File: config.mk
export PLATFORM = sky130hd
export DESIGN_NAME = mdio_phy_slave
export DESIGN_NICKNAME = d
export VERILOG_FILES = /design/src/rtl/mdio_phy_slave.sv
export SDC_FILE = /design/constraint.sdc
export NUM_CORES = 1
export LEC_CHECK = 0
export CAP_MARGIN = 10
export CORE_MARGIN = 8
export CORE_UTILIZATION = 45
export CTS_CLUSTER_DIAMETER = 200
export CTS_CLUSTER_SIZE = 28
export DETAILED_ROUTE_END_ITERATION = 10
export PLACE_DENSITY = 0.57
export SYNTH_ARGS = -nofsm -noshare
export SYNTH_HDL_FRONTEND = slang
export SYNTH_SLANG_ARGS = --single-unit
export TNS_END_PERCENT = 5
File: constraint.sdc
create_clock -name CLK -period 5.6 [get_ports CLK]
set_input_delay 0.84 -clock CLK [delete_from_list [all_inputs] [get_ports CLK]]
set_output_delay 0.84 -clock CLK [all_outputs]
set_load 0.005 [all_outputs]
File: src/rtl/mdio_phy_slave.sv
// Clause-22 MDIO management target: decodes frames sampled on MDC rises against a
// 32x16 register file and answers reads on MDIO_IN, all clocked from CLK.
module mdio_phy_slave #(
    parameter logic [4:0]  PHY_ADDR  = 5'd2,
    parameter logic [15:0] PHY_ID_HI = 16'h0022,
    parameter logic [15:0] PHY_ID_LO = 16'h1622
) (
    input  logic        CLK,
    input  logic        RESET,
    input  logic        MDC,
    input  logic        MDIO_OUT,
    input  logic        MDIO_OE,
    output logic        MDIO_IN,
    output logic        WR_STROBE,
    output logic [4:0]  WR_ADDR,
    output logic [15:0] WR_DATA,
    output logic        RD_STROBE,
    output logic        BUSY,
    output logic        FRAME_ERR,
    output logic [2:0]  dbg_state
);

    // Handshake: MDIO_OE is the valid qualifier for MDIO_OUT at each MDC rise; there is
    // no back-pressure, so no ready exists. WR_STROBE qualifies WR_ADDR/WR_DATA for 1 CLK.
    localparam logic [2:0] S_IDLE  = 3'd0;
    localparam logic [2:0] S_ST    = 3'd1;
    localparam logic [2:0] S_OP    = 3'd2;
    localparam logic [2:0] S_PHYAD = 3'd3;
    localparam logic [2:0] S_REGAD = 3'd4;
    localparam logic [2:0] S_TA    = 3'd5;
    localparam logic [2:0] S_WDATA = 3'd6;
    localparam logic [2:0] S_RDATA = 3'd7;

    logic        mdc_q;
    logic        rise;
    logic        fall;
    logic [2:0]  state;
    logic [4:0]  cnt;
    logic        op_hi;
    logic        is_read;
    logic        phy_hit;
    logic [3:0]  field_sr;
    logic [4:0]  field_next;
    logic [4:0]  regad;
    logic [14:0] wd_sr;
    logic [15:0] wd_next;
    logic [15:0] rd_sr;
    logic [15:0] regs [32];

    assign rise       = MDC & ~mdc_q;
    assign fall       = ~MDC & mdc_q;
    assign field_next = {field_sr, MDIO_OUT};
    assign wd_next    = {wd_sr, MDIO_OUT};
    assign BUSY       = (state != S_IDLE);
    assign dbg_state  = state;

    always_ff @(posedge CLK or negedge RESET) begin
        if (!RESET) begin
            mdc_q     <= 1'b0;
            state     <= S_IDLE;
            cnt       <= 5'd0;
            op_hi     <= 1'b0;
            is_read   <= 1'b0;
            phy_hit   <= 1'b0;
            field_sr  <= 4'd0;
            regad     <= 5'd0;
            wd_sr     <= 15'd0;
            rd_sr     <= 16'd0;
            MDIO_IN   <= 1'b1;
            WR_STROBE <= 1'b0;
            WR_ADDR   <= 5'd0;
            WR_DATA   <= 16'd0;
            RD_STROBE <= 1'b0;
            FRAME_ERR <= 1'b0;
            for (int i = 0; i < 32; i++) begin
                regs[i] <= (i == 2) ? PHY_ID_HI : ((i == 3) ? PHY_ID_LO : 16'd0);
            end
        end else begin
            mdc_q     <= MDC;
            WR_STROBE <= 1'b0;
            RD_STROBE <= 1'b0;
            FRAME_ERR <= 1'b0;
            if (rise) begin
                case (state)
                    S_IDLE: begin
                        if (MDIO_OE && !MDIO_OUT) begin
                            state <= S_ST;
                            cnt   <= 5'd0;
                        end
                    end
                    S_ST: begin
                        if (!MDIO_OE || !MDIO_OUT) begin
                            FRAME_ERR <= 1'b1;
                            state     <= S_IDLE;
                        end else begin
                            state <= S_OP;
                            cnt   <= 5'd0;
                        end
                    end
                    S_OP: begin
                        if (!MDIO_OE) begin
                            FRAME_ERR <= 1'b1;
                            state     <= S_IDLE;
                        end else if (cnt == 5'd0) begin
                            op_hi <= MDIO_OUT;
                            cnt   <= 5'd1;
                        end else if (op_hi != MDIO_OUT) begin
                            // 01 = write, 10 = read; the first bit alone tells them apart.
                            is_read <= op_hi;
                            state   <= S_PHYAD;
                            cnt     <= 5'd0;
                        end else begin
                            FRAME_ERR <= 1'b1;
                            state     <= S_IDLE;
                        end
                    end
                    S_PHYAD: begin
                        if (!MDIO_OE) begin
                            FRAME_ERR <= 1'b1;
                            state     <= S_IDLE;
                        end else begin
                            field_sr <= field_next[3:0];
                            if (cnt == 5'd4) begin
                                phy_hit <= (field_next == PHY_ADDR);
                                state   <= S_REGAD;
                                cnt     <= 5'd0;
                            end else begin
                                cnt <= cnt + 5'd1;
                            end
                        end
                    end
                    S_REGAD: begin
                        if (!MDIO_OE) begin
                            FRAME_ERR <= 1'b1;
                            state     <= S_IDLE;
                        end else begin
                            field_sr <= field_next[3:0];
                            if (cnt == 5'd4) begin
                                regad <= field_next;
                                rd_sr <= regs[field_next];
                                state <= S_TA;
                                cnt   <= 5'd0;
                            end else begin
                                cnt <= cnt + 5'd1;
                            end
                        end
                    end
                    S_TA: begin
                        if (cnt == 5'd1) begin
                            state <= is_read ? S_RDATA : S_WDATA;
                            cnt   <= 5'd0;
                        end else begin
                            cnt <= 5'd1;
                        end
                    end
                    S_WDATA: begin
                        wd_sr <= wd_next[14:0];
                        if (cnt == 5'd15) begin
                            if (phy_hit) begin
                                WR_STROBE <= 1'b1;
                                WR_ADDR   <= regad;
                                WR_DATA   <= wd_next;
                                // ID registers acknowledge the write but keep their value.
                                if (regad != 5'd2 && regad != 5'd3) begin
                                    regs[regad] <= wd_next;
                                end
                            end
                            state <= S_IDLE;
                            cnt   <= 5'd0;
                        end else begin
                            cnt <= cnt + 5'd1;
                        end
                    end
                    S_RDATA: begin
                        if (cnt == 5'd15) begin
                            RD_STROBE <= phy_hit;
                            MDIO_IN   <= 1'b1;
                            state     <= S_IDLE;
                            cnt       <= 5'd0;
                        end else begin
                            cnt <= cnt + 5'd1;
                        end
                    end
                    default: begin
                        state <= S_IDLE;
                        cnt   <= 5'd0;
                    end
                endcase
            end else if (fall && phy_hit) begin
                // Drive on falls so the value has settled by the generator's next rise.
                if (state == S_TA && is_read && cnt == 5'd1) begin
                    MDIO_IN <= 1'b0;
                end else if (state == S_RDATA) begin
                    MDIO_IN <= rd_sr[15];
                    rd_sr   <= {rd_sr[14:0], 1'b0};
                end
            end
        end
    end

endmodule

==> metrics.md <==
| Metric | Value |
|---|---|
| Status | `complete, no violations` |
| Max-cap violations | `0` |
| Final Core Density | `approximately 48%` |
| Die ar. | `between 60000 and 70000 µm²` |
| P&R area growth vs syn | `5.85%` |
| Final Power | `between 7 and 8 mW` |
| CTS tree | `done` |
| Crit path kind | `register to register` |
| Synthesized cell area | `around 27000 µm²` |
| NumNets Final | `between 1500 and 2000` |
| GPL Wtd Cong | `a little over 0.8` |
| Post-Layout Cell Count | `approximately 2600` |
| # hold bufs at CTS | `0` |
| TritonRoute pass-1 iters | `5` |
| Unique masters post-synth | `68` |
| RSZ-0062 raised after global routing | `no` |
| Endpoint class of the critical path | `register` |
| Yosys warns | `0` |
| PortBufs | `33` |
| Worst-Margin Slew | `1.13 ns` |
| Initial core utilization | `a little under half` |
| I/O pins | `34` |
| Post-synthesis sequential area ratio | `54.5%` |
| Endpoints failing hold | `0` |
| Worst setup margin | `1.87 ns` |
| GRT Overall Usage | `approximately 20%` |
| Post-route clock period utilization | `66.7%` |
| Number of antenna-violating nets in the routed design | `0` |
| Most common cell after layout, fill and taps aside | `dfrtp_1` |
| Commonest cells after routing, fill and taps aside | `dfrtp_1, mux2_2, mux4_2, mux2i_1, nand2_1` |
| Mapped Cells | `1877` |
| CP required | `6.07 ns` |
| Via density per instance | `around 5.9` |
| Layout cells sized above 1 | `about 39%` |
| Clock skew | `approximately 0.047 ns` |
| Yosys reg bits | `slightly below 600` |
| Synth Flop Type | `dfrtp_1` |
| Post-Place Cell Area | `around 28000 µm²` |
| Dpl cells | `approximately 2500` |
| Final Routed Wirelength | `~67000 µm` |
| Peak supply drop | `~0.20 mV` |
| # clock sinks | `589` |
| Clock root cell | `clkbuf_16` |
| Worst-skew pair later-pin latency | `roughly 0.6 ns` |
| Via count | `15300` |
| Min Clock Period, post-route | `3.73 ns` |
| Syn nets | `around 1900` |
| Final setup TNS | `0 ns` |
| H-Tree Depth | `1` |
| First-pass GRT wire length | `roughly 100000 µm` |
| Post-synth EDFFs | `0` |
| Worst EP arrival | `around 4.2 ns` |
| Worst hold slack | `~0.32 ns` |
| Cell area power density | `about 280 nW/µm²` |
| Clk slew on worst S/H paths | `~0.12 ns` |
| CP max FO | `16` |
| Max clock buf depth | `3` |
| Die Wd | `around 260 µm` |
| Pre-CTS setup slack | `approximately 1.4 ns` |
| Max-Slew Margin vs Limit | `around a quarter` |
| DRC violations left | `0` |
| Setup Buffers After CTS | `0` |
| Min-Delay Path Class | `input port to asynchronous set/reset pin` |
| Largest net degree at the start of global routing | `about 170` |
| Fin area | `between 20000 and 30000 µm²` |
| Number of CTS-inserted buffers | `25` |
| Worst Setup Start Kind | `register` |
| Initial antenna violation count | `2` |
| Max Fclk | `around 0.27 GHz` |
| Rows | `90` |
| Routed len/inst | `between 20 and 30 µm` |
| Post_cts resized | `0` |
| Avg Inst Size Synth | `between 10 and 15 µm²` |
| Placed wire-length estimate | `between 40000 and 50000 µm` |
| Slew Limit Fails | `0` |
| Grt ovf | `0` |
| Final setup fails | `0` |
| Leakage | `~14 nW` |
| Core area | `between 50000 and 60000 µm²` |
| Die height | `between 200 and 300 µm` |
| Starting DRC count in detailed routing | `about 1200` |
| Vias in the first global route | `~16000` |
| Synth async-reset ratio | `100%` |
## cell usage after synthesis (25+ instances only)
cell type    n  share of area [%]
buf_2       44               0.81
nor2_1      32               0.44
mux4_2      83                6.9
clkbuf_1   124                1.7
mux2i_1     81                3.0
a22o_1      25               0.81
mux2_2     469                 20
mux2_1      42                1.7
dfrtp_1    581                 54
mux2_4      30                1.7
nand2_1     72                1.0
o21ai_0     34               0.63
## power breakdown
group	total (mW)	internal, mW	switching, mW
Sequential	4.49	4.29	0.206
Clock	2.19	0.847	1.34
Combinational	1.30	0.495	0.804
## worst paths after layout
| check | from | endpoint | slack (ns) | cells past startpoint |
|---|---|---|---|---|
| max reg2reg | cnt[0] | regs[439] | 1.87 | 9 |
| max | cnt[0] | regs[439] | 1.87 | 9 |
| min | RESET | regs[9] | 0.32 | 1 |
| max in group asynchronous | RESET | regs[309] | 3.71 | 2 |
| min reg2reg | regs[458] | regs[458] | 0.37 | 0 |
| min in group CLK | regs[458] | regs[458] | 0.37 | 0 |
## logic make-up (layout without fill, tap and decap cells)
kind of cell               count (synthesis)  after routing  share of synthesized area [%]
muxes                                    705            705                           32.8
DFF                                      589            589                           54.5
and+or+nand+nor                          210            210                           4.50
buffers and inverters                    197            120                           3.27
AOI/OAI and AO/OA                        170            170                           4.59
adders and majority gates                  5              5                          0.231
xor gates and xnor gates                   1              1                         0.0324
other                                      0              3                              0
## worst max-delay path, stage by stage (launching register included)
cell and delay [ns]:
dfrtp_1 0.46, ha_1 0.22, nand3_1 0.11, inv_1 0.08
ha_1 0.30, nand2_1 0.17, nor2_1 0.18, nand3b_1 0.64
nor2_2 1.00, mux2_2 0.42
## per-layer routing
metal / vias up / track usage (%) / wire [µm]
li1: 6675 / - / -
met1: 8218 / 29.5 / 31900
met2: 305 / 30.8 / 30500
met3: 77 / 3.31 / 3290
met4: 0 / 4.94 / 1680
met5: - / 0 / 0
## flip-flops by register name, summed over array words and instances (netlist names), 3 cells and up
| name | count |
|---|---|
| regad | 5 |
| wd_sr | 15 |
| dbg_state | 3 |
| rd_sr | 16 |
| field_sr | 4 |
| WR_DATA | 16 |
| cnt | 5 |
| WR_ADDR | 5 |
| regs | 512 |
## area by class of cell
type | instances | area [µm²]
flip-flops and latches | 589 | 14800
inverters | 9 | 33.8
clock buffers | 36 | 667
well taps | 782 | 978
multi-input cells | 1091 | 11400
diodes | 3 | 7.51
fillers | 5232 | 31300
repair buffers | 74 | 732
clock inverters | 1 | 30.0
Power figures use the tool's default switching activity.
